**config.mk**
```make
export PLATFORM = sky130hd
export DESIGN_NAME = data_mem_arbiter
export DESIGN_NICKNAME = d
export VERILOG_FILES = /design/src/rtl/dmem_pkg.sv /design/src/rtl/rr_arbiter2.sv /design/src/rtl/data_mem_arbiter.sv
export SDC_FILE = /design/constraint.sdc
export NUM_CORES = 1
export LEC_CHECK = 0
export ABC_AREA = 1
export ABC_CLOCK_PERIOD_IN_PS = 2070
export BUFFER_PORTS_ARGS = -buffer_cell sky130_fd_sc_hd__buf_4
export CAP_MARGIN = 20
export CORE_ASPECT_RATIO = 0.8
export CORE_MARGIN = 5
export CORE_UTILIZATION = 46
export DETAILED_ROUTE_END_ITERATION = 16
export PLACE_DENSITY = 0.81
export SLEW_MARGIN = 20
export SYNTH_ARGS = -nofsm -noshare
export SYNTH_HDL_FRONTEND = slang
export SYNTH_SLANG_ARGS = --single-unit
```
**constraint.sdc**
```tcl
create_clock -name clock -period 2.07 [get_ports clock]
set_input_delay 0.207 -clock clock [delete_from_list [all_inputs] [get_ports clock]]
set_output_delay 0.207 -clock clock [all_outputs]
set_load 0.03 [all_outputs]
```
**src/rtl/dmem_pkg.sv**
```systemverilog
// Shared types and constants for the data-memory arbiter slice.
// Optional feature macro used by the arbiter: DMEM_ADDR_CHECK_EN.
package dmem_pkg;

    localparam int DMEM_ADDR_W      = 32;
    localparam int DMEM_DATA_W      = 32;
    localparam int DMEM_DEPTH_WORDS = 16384;

    // One access in flight at a time: wait for a winner, drive memory, report back
    typedef enum logic [1:0] {
        IDLE   = 2'd0,
        ACCESS = 2'd1,
        RESP   = 2'd2
    } dmem_state_t;

    // Request fields latched on the accept edge. "byte" is a reserved word,
    // so the byte-access flag is called byte_en here.
    typedef struct packed {
        logic [DMEM_ADDR_W-1:0] addr;
        logic [DMEM_DATA_W-1:0] wdata;
        logic                   we;
        logic                   byte_en;
    } dmem_req_t;

endpackage

```
**src/rtl/rr_arbiter2.sv**
```systemverilog
// Two-input round-robin grant. Purely combinational; the caller owns the
// last-grant pointer (last = 1 means port 1 won the previous access).
module rr_arbiter2 (
    input  logic [1:0] req,
    input  logic       last,
    input  logic       enable,
    output logic [1:0] grant
);

    // A lone requester always wins; on a tie the port that did not win last time goes
    always_comb begin
        grant = 2'b00;
        if (enable) begin
            if (req == 2'b11) begin
                grant = last ? 2'b01 : 2'b10;
            end else begin
                grant = req;
            end
        end
    end

endmodule

```
**src/rtl/data_mem_arbiter.sv**
```systemverilog
// Shares the single-port data memory (memoriaDatos) between the core LSU
// (port 0) and the loader/debug DMA (port 1). One access every three cycles:
// accept in IDLE, drive the memory for one ACCESS cycle, pulse the response in RESP.
// Optional feature: define DMEM_ADDR_CHECK_EN to reject word addresses at or
// beyond DEPTH_WORDS with an error response and no memory side effect.
// The request struct comes from dmem_pkg, so ADDR_W/DATA_W are expected to
// stay at the package widths.
module data_mem_arbiter
    import dmem_pkg::*;
#(
    parameter int ADDR_W      = DMEM_ADDR_W,
    parameter int DATA_W      = DMEM_DATA_W,
    parameter int DEPTH_WORDS = DMEM_DEPTH_WORDS
) (
    input  logic              clock,
    input  logic              reset,

    input  logic              p0_req_valid,
    output logic              p0_req_ready,
    input  logic [ADDR_W-1:0] p0_addr,
    input  logic [DATA_W-1:0] p0_wdata,
    input  logic              p0_we,
    input  logic              p0_byte,
    output logic              p0_rsp_valid,
    output logic [DATA_W-1:0] p0_rdata,
    output logic              p0_err,

    input  logic              p1_req_valid,
    output logic              p1_req_ready,
    input  logic [ADDR_W-1:0] p1_addr,
    input  logic [DATA_W-1:0] p1_wdata,
    input  logic              p1_we,
    input  logic              p1_byte,
    output logic              p1_rsp_valid,
    output logic [DATA_W-1:0] p1_rdata,
    output logic              p1_err,

    output logic [ADDR_W-1:0] mem_A,
    output logic [DATA_W-1:0] mem_WD,
    output logic              mem_MW,
    output logic              mem_SB,
    output logic              mem_loadByte,
    input  logic [DATA_W-1:0] mem_RD,

    output logic              busy
);

    dmem_state_t       state_q, state_d;
    dmem_req_t         req_q, sel_req;
    logic              gid_q;
    logic              last_q;
    logic [DATA_W-1:0] rdata_q;
    logic [1:0]        grant;
    logic              accept;
    logic              drop_access;

    // Arbitration is only offered while idle and out of reset
    rr_arbiter2 u_rr (
        .req    ({p1_req_valid, p0_req_valid}),
        .last   (last_q),
        .enable ((state_q == IDLE) && !reset),
        .grant  (grant)
    );

    assign p0_req_ready = grant[0];
    assign p1_req_ready = grant[1];
    assign accept       = |grant;

    // Pick the fields of whichever port won so they can be latched on the accept edge
    always_comb begin
        sel_req = '0;
        if (grant[1]) begin
            sel_req.addr    = p1_addr;
            sel_req.wdata   = p1_wdata;
            sel_req.we      = p1_we;
            sel_req.byte_en = p1_byte;
        end else begin
            sel_req.addr    = p0_addr;
            sel_req.wdata   = p0_wdata;
            sel_req.we      = p0_we;
            sel_req.byte_en = p0_byte;
        end
    end

`ifdef DMEM_ADDR_CHECK_EN
    logic addr_oor;
    logic err_q;

    assign addr_oor = ({2'b00, sel_req.addr[DMEM_ADDR_W-1:2]} >= DMEM_ADDR_W'(DEPTH_WORDS));

    // Remember whether the accepted word address lies past the implemented memory
    always_ff @(posedge clock or posedge reset) begin
        if (reset) begin
            err_q <= 1'b0;
        end else if (accept) begin
            err_q <= addr_oor;
        end
    end

    assign drop_access = err_q;
`else
    logic unused_depth;

    assign unused_depth = ^DEPTH_WORDS;
    assign drop_access  = 1'b0;
`endif

    // State register; reset lands in IDLE so an in-flight access simply vanishes
    always_ff @(posedge clock or posedge reset) begin
        if (reset) begin
            state_q <= IDLE;
        end else begin
            state_q <= state_d;
        end
    end

    // ACCESS and RESP each last exactly one cycle
    always_comb begin
        state_d = state_q;
        case (state_q)
            IDLE:    if (accept) state_d = ACCESS;
            ACCESS:  state_d = RESP;
            RESP:    state_d = IDLE;
            default: state_d = IDLE;
        endcase
    end

    // Latch the winning request and its port id; these also hold mem_A/mem_WD between accesses
    always_ff @(posedge clock or posedge reset) begin
        if (reset) begin
            req_q <= '0;
            gid_q <= 1'b0;
        end else if (accept) begin
            req_q <= sel_req;
            gid_q <= grant[1];
        end
    end

    // Capture read data during ACCESS and advance the pointer; port 1 "last" so port 0 wins the first tie
    always_ff @(posedge clock or posedge reset) begin
        if (reset) begin
            last_q  <= 1'b1;
            rdata_q <= '0;
        end else if (state_q == ACCESS) begin
            last_q  <= gid_q;
            rdata_q <= (req_q.we || drop_access) ? '0 : mem_RD;
        end
    end

    // Memory strobes are combinational on state so an asynchronous reset kills a write at once
    always_comb begin
        mem_A        = req_q.addr;
        mem_WD       = req_q.wdata;
        mem_MW       = 1'b0;
        mem_SB       = 1'b0;
        mem_loadByte = 1'b0;
        if (state_q == ACCESS && !drop_access) begin
            mem_MW       = req_q.we;
            mem_SB       = req_q.we & req_q.byte_en;
            mem_loadByte = ~req_q.we & req_q.byte_en;
        end
    end

    assign busy         = (state_q != IDLE);
    assign p0_rsp_valid = (state_q == RESP) && !gid_q;
    assign p1_rsp_valid = (state_q == RESP) && gid_q;
    assign p0_rdata     = rdata_q;
    assign p1_rdata     = rdata_q;
    assign p0_err       = p0_rsp_valid && drop_access;
    assign p1_err       = p1_rsp_valid && drop_access;

endmodule

```
Word-level counts from Yosys, hierarchy flattened

Cells that the tools add are included.

Add/sub/neg operators: 0
Multipliers: 0
Divide/modulo/power cells: 0
Order comparisons: 0
Eq/ne operators: 4
Shift operators: 0
Muxes and demuxes: 10
Bitwise operators: 3
Reductions and logical operators: 8

Operator list:

| operator           | count |
|---|---|
| $mux 66            | 1 |
| $mux 32            | 1 |
| $mux 2             | 4 |
| $eq 2x2->1 const B | 2 |
| $pmux 2 s2         | 1 |
| $logic_and 1x1->1  | 3 |
| $mux 1             | 3 |
| $and 1x1->1        | 2 |
| $eq 2x1->1 const B | 1 |
| $logic_not 1->1    | 2 |
| $logic_not 2->1    | 1 |
| $ne 2x2->1 const B | 1 |
| $reduce_bool 2->1  | 1 |
| $reduce_or 2->1    | 1 |
| $not 1->1          | 1 |

Register bits after elaboration: 102
Latch bits: 0
Bits in writable memories: 0
Bits in read-only memories: 0
Bits of input ports: 168
Output and inout bits: 138
Memories kept: 0

Longest topological paths before layout

Gate-level depths: netlist (run 1).

Depth in word-level cells: 6
Gate-level depth with buffers: 9
Gate-level depth less buffers: 7

Hierarchy

From an unflattened synthesis (run 1), not the netlist that was laid out.

Cells, all modules: 691
Area total of the unflattened synthesis: 5,361.4 µm²

By module, submodules not included:

| module           | instances | cells each | area each (µm²) | seq. area each (µm²) |
|---|---|---|---|---|
| data_mem_arbiter | 1         | 686        | 5,340.1         | 2,553.7 |
| rr_arbiter2      | 1         | 5          | 21.3            | 0.0 |

Least setup slack after synthesis (run 1)

Ideal clock, no wire load.

Path kind: input to register
From: input port reset
To: register req_q (netlist bit mem_A[0])
Arrival: 2.264 ns
Path slack: -0.312 ns
Stages: 8
Cells stage by stage: inv_2 nand3_1 nand2_2 inv_2 buf_4 buf_2 nand2_1 nand2_1

Word-level cells in the longest chain between the ends: 4
Elaborated cells on any way between the ends: 5
Those cells by class: mux (2); reduce/logical (3)

Ends and longest elaborated chain:

| item                                       | line                                           | RTL |
|---|---|---|
| start: declaration                         | data_mem_arbiter.sv:16                         | `input logic reset,` |
| $logic_not 1->1 (no line) *                | --                                             |  |
| $logic_and 1x1->1 *                        | data_mem_arbiter.sv:61                         | `.enable ((state_q == IDLE) && !reset),` |
| $mux 2 *                                   | rr_arbiter2.sv:13                              | `if (enable) begin` |
| $mux 66 or $reduce_or 2->1 (tied branches) | data_mem_arbiter.sv:72, data_mem_arbiter.sv:67 |  |
| end signal: assignment                     | data_mem_arbiter.sv:134                        | `req_q <= sel_req;` |
| end: declaration                           | data_mem_arbiter.sv:49                         | `dmem_req_t req_q, sel_req;` |

Mark *: on every way between the ends. The rest lies on a longest branch, timed or not.
A chain may end at the register's enable or synchronous reset.

Worst setup path in the final report (run 1)

From: register state_q[0]
To: register req_q (netlist bit mem_WD[12])

Word-level cells in the longest chain between the ends: 4
Elaborated cells on any way between the ends: 5
Those cells by class: mux (2); reduce/logical (3)

Ends and longest elaborated chain:

| item                                       | line                                           | RTL |
|---|---|---|
| start: declaration                         | data_mem_arbiter.sv:48                         | `dmem_state_t state_q, state_d;` |
| start signal: assignment                   | data_mem_arbiter.sv:113                        | `state_q <= state_d;` |
| $logic_not 2->1 *                          | data_mem_arbiter.sv:61                         |  |
| $logic_and 1x1->1 *                        | data_mem_arbiter.sv:61                         |  |
| $mux 2 *                                   | rr_arbiter2.sv:13                              |  |
| $mux 66 or $reduce_or 2->1 (tied branches) | data_mem_arbiter.sv:72, data_mem_arbiter.sv:67 |  |

Marked as above.

==> flow_metrics.py, run 1 <==
metrics = {
    "run_status": {
        "status": "finished clean",
    },
    "flow_run": {
        "cap_violations": 0,
    },
    "routing": {
        "vias": 5539,
        "wl_per_cell_um": 14.1,
        "detail-route-antenna-nets": 0,
        "drcViolationCount": 0,
        "firstDrtPassIters": 5,
        "first_iter_violations": 306,
        "avgViaCountPerCell": 4.62,
        "wl_mm": 16.9,
    },
    "yosys": {
        "yosysTopAreaCellShare": 0.425,
        "async_flop_share": 1.00,
        "synthCells": 832,
        "synth-edff-count": 0,
        "ys_seq_area_frac": 0.429,
        "yosys-top-cells-count": "nand2_1, nand3_1, inv_1",
        "yosysTopAreaCell": "dfrtp_1",
        "ys_seq_elements": 102,
        "synth_area_leaders": "dfrtp_1, nand2_1, nand3_1",
        "synth_cell_type_count": 20,
        "syn-cell-area_um2": 5950,
        "syn_area_per_cell_um2": 7.15,
        "yosys_most_used_dff": "dfrtp_1",
        "synth_most_common_cell": "nand2_1",
        "yosysWarnings": 0,
    },
    "power": {
        "power_density_nw_per_um2": 1300,
        "p_leak_nw": 4.86,
        "ir_worst_vdd_mv": 0.853,
    },
    "clocking": {
        "clock_latency_ps": 330,
        "path_clk_slew_ps": 70,
        "hold_buffers": 0,
        "clockRootBuffer": "clkbuf_16",
        "cts_buffers": 9,
        "cts_tree": "built",
        "clkSinkCount": 102,
        "htree_levels": 3,
        "postCtsSetupBuffers": 0,
        "cts_resized": 0,
        "clockBufferDepth": 2,
    },
    "timing": {
        "whs_ps": 78.6,
        "final.setup_skew_ps": 4.68,
        "hold_viol_final": 0,
        "period_needed_ps": 1760,
        "fin_crit_sh": 0.849,
        "tns_ps": 0,
        "relSlewSlack": 0.494,
        "fmax_mhz": 569,
        "finalSetupViolations": 0,
        "tightest_slew_ps": 759,
        "rsz0062_at_grt": "false",
        "drv_slew": 0,
    },
    "placed_design": {
        "gp_congestion": 0.829,
        "placed_area_um2": 7620,
        "dp_hpwl_mm": 12.8,
        "port_buffers": 303,
    },
    "setup_path": {
        "crit_type": "reg -> reg",
        "end_kind": "flop",
        "crit_top_cell": "nand3_1",
        "critPathArrivalTime_ps": 2030,
        "worstPathMaxFanout": 68,
        "max_stage_delay_ps": 570,
        "crit_buf_inv": 1,
        "crit_family": "simple AND/OR/NAND/NOR gates",
        "worstPathRequired_ps": 2340,
        "crit_path_start_kind": "flop",
        "crit_path_top_delay_cell": "buf_4",
        "path_cells": "nor2_1, nand3_1, nand2_2, buf_4, nand3_1, nand2_1",
    },
    "grt": {
        "grt_pass1_vias": 5181,
        "grtUsageTotal": 0.214,
        "antenna_found_initial": 0,
        "grt-ovfl-total": 0,
        "grt_pass1_wl_mm": 26.3,
        "grt_max_degree": 69,
    },
    "die": {
        "rows": 37,
        "initial_core_util": 0.466,
        "io_pins": 306,
        "core_um2": 12800,
        "die_area_um2": 15300,
        "die_w_um": 137,
        "die_y_um": 112,
    },
    "final_layout": {
        "area_delta_synth_final_pct": 33.2,
        "drive_above_1_share": 0.336,
        "stdcell_area_um2": 7930,
        "n_antenna_cell": 0,
        "num-nets-final": 1186,
    },
    "hold_path": {
        "holdCritPathClass": "in -> async",
    },
}
==> worst min-delay path, delay by kind of cell <==
kind | cells | cell delay [ps]
buffers and inverters | 3 | 670
==> where the power goes <==
| group | leakage [nW] | total (mW) | switching [mW] | internal, mW |
|---|---|---|---|---|
| Sequential | 1.27 | 3.22 | 0.502 | 2.72 |
| Combinational | 3.45 | 5.35 | 3.48 | 1.87 |
| Clock | 0.148 | 1.72 | 0.736 | 0.986 |
| Total | 4.86 | 10.3 | 4.72 | 5.58 |
==> flip-flops by register name, indices dropped and copies added (netlist names) <==
name and flops:
mem_A 32, req_q 2, p0_rdata 32, mem_WD 32, gid_q 1, last_q 1, state_q 2
==> per-layer routing <==
layer  wire (um)  global-route usage
met5           0                   0
met4         331              0.0585
met3        1840              0.0795
met2        8300               0.363
met1        6470               0.254
==> cell families after synthesis <==
group / count (synthesis) / synth area share
simple gates: 442 / 0.317
buf+inv: 284 / 0.250
flops: 102 / 0.429
compound gates: 3 / 0.00315
other cells: 1 / 0.000630
==> final cells by class <==
| class | instances | area [um^2] |
|---|---|---|
| clock inverter | 5 | 66.3 |
| tap | 175 | 219 |
| fill | 1181 | 4850 |
| inverter | 142 | 536 |
| sequential | 102 | 2550 |
| clock buffer | 11 | 243 |
| multi-input combinational | 447 | 1920 |
| timing repair buffer | 316 | 2380 |
==> worst paths after layout <==
path	from	endpoint	slack, ps	cells past startpoint
worst max-delay path	state_q[0]	mem_WD[12]	310	6
worst min-delay path	reset	req_q[1]	80	3
worst max register to register	state_q[0]	mem_WD[12]	310	6
worst min register to register	mem_WD[7]	mem_WD[7]	480	2
max in group asynchronous	reset	mem_WD[23]	1480	3
min in group clock	mem_RD[21]	p0_rdata[21]	90	3
==> placed cells by master, fill, tap and decap left out, types with 2 or more instances in the layout <==
cell type,n
nor2_1,4
nor3_1,4
inv_2,5
inv_1,135
nand2_2,3
clkbuf_16,9
nand3_1,166
buf_4,315
nand2_1,263
conb_1,2
dfrtp_1,101
==> metrics by stage <==
step	power, mW	worst slack, ps	util	instances
6_report	10.3	312	0.620	1198
5_1_grt	10.9	109	0.620	1198
4_1_cts	10.4	324	0.620	1198
3_5_place_dp	8.66	337	0.596	1182
3_3_place_gp	8.57	389	0.596	1182
2_1_floorplan	7.35	218	-	833
Power figures use the tool's default switching activity.
==> run 2: changes to the inputs <==
--- a/config.mk
+++ b/config.mk
@@ -6,14 +6,14 @@
 export NUM_CORES = 1
 export LEC_CHECK = 0
 export ABC_AREA = 1
-export ABC_CLOCK_PERIOD_IN_PS = 2070
+export ABC_CLOCK_PERIOD_IN_PS = 1400
 export BUFFER_PORTS_ARGS = -buffer_cell sky130_fd_sc_hd__buf_4
 export CAP_MARGIN = 20
 export CORE_ASPECT_RATIO = 0.8
 export CORE_MARGIN = 5
-export CORE_UTILIZATION = 46
+export CORE_UTILIZATION = 42
 export DETAILED_ROUTE_END_ITERATION = 16
-export PLACE_DENSITY = 0.81
+export PLACE_DENSITY = 0.78
 export SLEW_MARGIN = 20
 export SYNTH_ARGS = -nofsm -noshare
 export SYNTH_HDL_FRONTEND = slang
==> constraint.sdc (replaced) <==
create_clock -name clock -period 1.4 [get_ports clock]
set_input_delay 0.14 -clock clock [delete_from_list [all_inputs] [get_ports clock]]
set_output_delay 0.14 -clock clock [all_outputs]
set_load 0.03 [all_outputs]
==> run 2 against run 1 <==
The run now ends with negative hold slack, negative setup slack left. Wire length increased by 28%. Critical path depth decreased by 1. Global-route usage increased by 3.4 points. Via count increased by 8.6%. Critical path type is now reg -> out. Cell count increased by 4.5%. Combinational power increased by 75%. Sequential power increased by 54%. Clock skew increased by 2.2 ps.
==> flow_metrics.py, run 2 (same netlist as run 1, synthesis figures left out) <==
metrics = {
    "final_layout": {
        "final_common_cell": "buf_4",
        "n_antenna_cell": 0,
        "stdcell_area_um2": 9270,
        "area_delta_synth_final_pct": 55.7,
        "most-common-layout-cells": "buf_4, nand2_1, nand3_1",
        "fillCellCount": 1151,
        "final_util": 0.674,
        "num-nets-final": 1236,
        "drive_above_1_share": 0.442,
    },
    "setup_path": {
        "crit_top_cell": "buf_4",
        "crit_path_top_delay_cell": "dfrtp_1",
        "critPathArrivalTime_ps": 1420,
        "max_stage_delay_ps": 420,
        "worstPathRequired_ps": 1260,
        "worstSetupStartpoint": "state_q[1]",
        "crit_path_start_kind": "flop",
        "worstPathMaxFanout": 5,
        "r2r_start": "state_q[1]",
        "crit_type": "reg -> out",
        "end_kind": "output port",
        "path_cells": "buf_4, nor2_4, inv_6, nor3_2, buf_4",
    },
    "placed_design": {
        "dp_hpwl_mm": 13.4,
        "placed_area_um2": 7770,
        "port_buffers": 303,
        "gp_congestion": 0.888,
    },
    "timing": {
        "relSlewSlack": 0.619,
        "drv_slew": 0,
        "fin_crit_sh": 1.11,
        "whs_ps": -44.1,
        "tightest_slew_ps": 571,
        "setup_slack_ps": -157,
        "period_needed_ps": 1560,
        "fmax_mhz": 642,
        "hold_viol_final": 25,
        "rsz0062_at_grt": "true",
        "finalSetupViolations": 73,
        "final.setup_skew_ps": 6.91,
    },
    "routing": {
        "firstDrtPassIters": 5,
        "drcViolationCount": 0,
        "vias": 6013,
        "avgViaCountPerCell": 4.80,
        "first_iter_violations": 339,
        "wl_per_cell_um": 17.3,
        "wl_mm": 21.6,
        "detail-route-antenna-nets": 0,
    },
    "run_status": {
        "status": "finished with violations",
        "violations": "negative hold slack, negative setup slack",
    },
    "grt": {
        "grt_pass1_wl_mm": 31.9,
        "grt.busiest_layer": "met2",
        "grtUsageTotal": 0.247,
        "grt_pass1_vias": 5854,
        "grtUsageMet1": 0.306,
        "grt_use_met2": 0.417,
        "grt_max_degree": 99,
        "use_met3": 0.0782,
        "grt-ovfl-total": 0,
        "antenna_found_initial": 0,
    },
    "power": {
        "ir_worst_vdd_mv": 1.40,
        "p_leak_nw": 5.40,
        "power_density_nw_per_um2": 1820,
    },
    "clocking": {
        "clkSinkCount": 102,
        "cts_buffers": 9,
        "htree_levels": 3,
        "clockRootBuffer": "clkbuf_16",
        "clock_latency_ps": 340,
        "path_clk_slew_ps": 70,
        "cts_tree": "built",
        "clockBufferDepth": 2,
    },
    "die": {
        "die_y_um": 116,
        "core_um2": 13700,
        "die_area_um2": 16700,
        "rows": 38,
        "initial_core_util": 0.433,
        "die_w_um": 143,
        "io_pins": 306,
    },
    "hold_path": {
        "holdCritPathClass": "in -> async",
    },
    "flow_run": {
        "cap_violations": 0,
    },
}
[run 2: final timing paths]
path,to,slack (ps),depth (start not counted)
worst max-delay path,mem_SB,-160,5
worst min-delay path,mem_A[23],-40,3
worst max register to register,mem_WD[15],-140,9
worst min register to register,mem_WD[9],490,2
max in group asynchronous,gid_q,890,3
min in group clock,p0_rdata[23],30,3
[run 2: critical path: cells and delay by family (launching register included)]
| kind | cells | cell delay [ps] |
|---|---|---|
| DFF | 1 | 420 |
| buffers and inverters | 3 | 410 |
| and+or+nand+nor | 2 | 260 |
[run 2: cell type report]
class | count | area, um^2 | area share
clock inverters | 5 | 58.8 | 0.00635
repair buffers | 365 | 3330 | 0.360
multi-input cells | 447 | 2270 | 0.245
clock buffers | 10 | 239 | 0.0258
flip-flops and latches | 102 | 2550 | 0.276
inverters | 142 | 568 | 0.0613
well taps | 180 | 225 | 0.0243
repair inverters | 1 | 16.3 | 0.00176
[run 2: power breakdown]
| part | switching, mW | total (mW) | internal [mW] |
|---|---|---|---|
| Sequential | 0.927 | 4.96 | 4.03 |
| Clock | 1.12 | 2.55 | 1.43 |
| Combinational | 5.66 | 9.34 | 3.69 |
| Total | 7.70 | 16.8 | 9.14 |
[run 2: layer usage]
layer,routed length (um),up-vias
met5,0,-
met4,584,0
met3,2250,41
met2,10500,304
met1,8300,2781
li1,-,2887
[run 2: repair_timing]
item | CTS | global route
cloned | 17 | 5
setup buffers | 24 | 6
endpoints found under the hold margin | 4 | 0
resized for setup | 56 | 100
setup endpoints to repair | 71 | 89
pin swaps | 4 | 40
hold buffers | 1 | 0
[run 2: metrics by stage]
step	std cells	power, mW	setup WS, ps	setup TNS, ps
global placement	1192	12.9	-154	-7590
finish	1252	16.8	-157	-7290
floorplan	833	10.9	-92.9	-224
detailed placement	1192	13.0	-190	-9310
global route	1252	17.7	-227	-12960
CTS	1249	16.6	-152	-6900
==> run 3: changes to the inputs <==
--- a/config.mk
+++ b/config.mk
@@ -9,7 +9,7 @@
 export ABC_CLOCK_PERIOD_IN_PS = 1400
 export BUFFER_PORTS_ARGS = -buffer_cell sky130_fd_sc_hd__buf_4
 export CAP_MARGIN = 20
-export CORE_ASPECT_RATIO = 0.8
+export CORE_ASPECT_RATIO = 0.6
 export CORE_MARGIN = 5
 export CORE_UTILIZATION = 42
 export DETAILED_ROUTE_END_ITERATION = 16
==> run 3 against run 2 <==
The run still ends with negative hold slack, negative setup slack left. Sequential power decreased by 3%. Setup slack got worse by 6.4 ps. Sequential share of layout area decreased by 1.3 points. Largest cell class unchanged.
==> flow_metrics.py, run 3 (same netlist as run 1, synthesis figures left out) <==
metrics = {
    "run_status": {
        "status": "finished with violations",
        "violations": "negative hold slack, negative setup slack",
    },
    "power": {
        "netSwitchingFraction": 0.465,
        "p_int_mw": 8.94,
        "seqPwrFrac": 0.288,
        "power.share.combinational": 0.562,
        "power_density_nw_per_um2": 1720,
        "p_leak_nw": 5.45,
        "total_power_mw": 16.7,
        "p_sw_mw": 7.78,
        "clkPwrFrac": 0.150,
        "ir_worst_vdd_mv": 0.882,
    },
    "routing": {
        "wl_per_cell_um": 17.8,
        "firstDrtPassIters": 5,
        "detail-route-antenna-nets": 0,
        "avgViaCountPerCell": 4.89,
        "vias": 6140,
        "wl_mm": 22.3,
        "first_iter_violations": 452,
        "drcViolationCount": 0,
    },
    "die": {
        "rows": 33,
        "die_y_um": 102,
        "io_pins": 306,
        "die_area_um2": 16700,
        "die_w_um": 164,
        "core_um2": 13700,
        "initial_core_util": 0.433,
    },
    "grt": {
        "antenna_found_initial": 0,
        "grtUsageTotal": 0.218,
        "grt-ovfl-total": 0,
        "grt_max_degree": 102,
        "grt_pass1_wl_mm": 29.2,
        "grt_pass1_vias": 5729,
    },
    "timing": {
        "finalSetupViolations": 73,
        "final.setup_skew_ps": 8.07,
        "setup_slack_ps": -163,
        "tightest_slew_ps": 610,
        "period_needed_ps": 1560,
        "hold_viol_final": 35,
        "fin_crit_sh": 1.12,
        "fmax_mhz": 640,
        "rsz0062_at_grt": "true",
        "whs_ps": -46.6,
        "drv_slew": 0,
        "relSlewSlack": 0.594,
    },
    "setup_path": {
        "critPathArrivalTime_ps": 1420,
        "crit_type": "reg -> out",
        "worstPathRequired_ps": 1260,
        "reg2reg_to": "mem_WD[22]",
        "crit_path_start_kind": "flop",
        "end_kind": "output port",
        "reg2regPathDepth": 9,
        "worstPathMaxFanout": 3,
        "r2r_start": "state_q[1]",
        "rrSetupSlack_ps": -110,
    },
    "final_layout": {
        "fillCellCount": 1050,
        "most-common-layout-cells": "buf_4, nand2_1, inv_1",
        "stdcell_area_um2": 9740,
        "drive_above_1_share": 0.516,
        "num-nets-final": 1228,
        "final_common_cell": "buf_4",
        "n_antenna_cell": 0,
        "area_delta_synth_final_pct": 63.7,
    },
    "placed_design": {
        "port_buffers": 303,
        "dp_hpwl_mm": 14.1,
        "gp_congestion": 0.812,
        "placed_area_um2": 7860,
        "dp_slack_ps": -75.4,
    },
    "flow_run": {
        "cap_violations": 0,
    },
    "clocking": {
        "clockRootBuffer": "clkbuf_16",
        "clkSinkCount": 102,
        "path_clk_slew_ps": 70,
        "cts_tree": "built",
        "clockBufferDepth": 2,
        "htree_levels": 3,
        "cts_buffers": 9,
        "clock_latency_ps": 340,
    },
    "hold_path": {
        "holdCritPathClass": "in -> async",
    },
}
run 3: cell types whose count changed in the layout (fill, tap and decap cells not counted), moves of 4 or more:
cell	change
nand3_2	+79
nand2_4	+32
nand2_2	-32
buf_4	-6
buf_16	-13
nand3_4	+4
nand3_1	-83
clkbuf_16	+11
run 3: power by group through the flow:
stage	Combinational, mW	Sequential [mW]	Clock (mW)
4_1_cts	8.47	4.79	2.57
3_3_place_gp	8.18	4.80	0
3_5_place_dp	8.30	4.79	0
2_1_floorplan	5.50	5.39	0
5_1_grt	9.92	4.97	2.68
6_report	9.41	4.81	2.51
run 3: final cells by class:
type / instances / area (um^2) / area share
well taps: 192 / 240 / 0.0247
flip-flops and latches: 102 / 2550 / 0.262
multi-input cells: 447 / 2880 / 0.296
clock inverters: 5 / 58.8 / 0.00604
repair buffers: 358 / 3220 / 0.330
clock buffers: 10 / 229 / 0.0235
inverters: 142 / 556 / 0.0570
run 3: worst max path at each step:
stage,startpoint,end,slack (ps),cells past startpoint
after floorplan,state_q[0],mem_SB,-90,5
after global placement,state_q[1],mem_WD[24],-30,7
after detailed placement,state_q[1],mem_WD[24],-80,7
after CTS,state_q[1],mem_SB,-140,5
after global routing,state_q[1],p1_req_ready,-240,6
final,state_q[1],p1_req_ready,-160,6
run 3: worst max-delay path: stages (launching register included):
cell        delay, ps
dfrtp_2           430
inv_2              90
nand2_4            60
nor2_4            170
nand2_4           110
clkinvlp_4         90
buf_6             120
run 3: timing repair:
item | CTS | global route
hold buffers | 1 | 0
pin swaps | 3 | 86
setup buffers | 9 | 2
gates resized for setup | 35 | 228
cloned | 0 | 18
hold endpoints to repair | 1 | 0
setup endpoints to repair | 10 | 105
run 3: metrics by stage:
step                      cells   util  TNS, ps
final                      1256  0.708    -5240
after global routing       1256  0.708   -10950
after CTS                  1239  0.609     -618
after detailed placement   1214  0.572     -135
after global placement     1214  0.572    -63.1
after floorplan             833      -     -224
run 3: metal layers:
metal	share of wire	wire length, um	track usage	vias up
met3	0.089	1990	0.0721	32
met2	0.49	10900	0.361	282
met5	0	0	0	-
met4	0.020	437	0.0457	0
li1	-	-	-	2862
met1	0.40	8980	0.283	2964
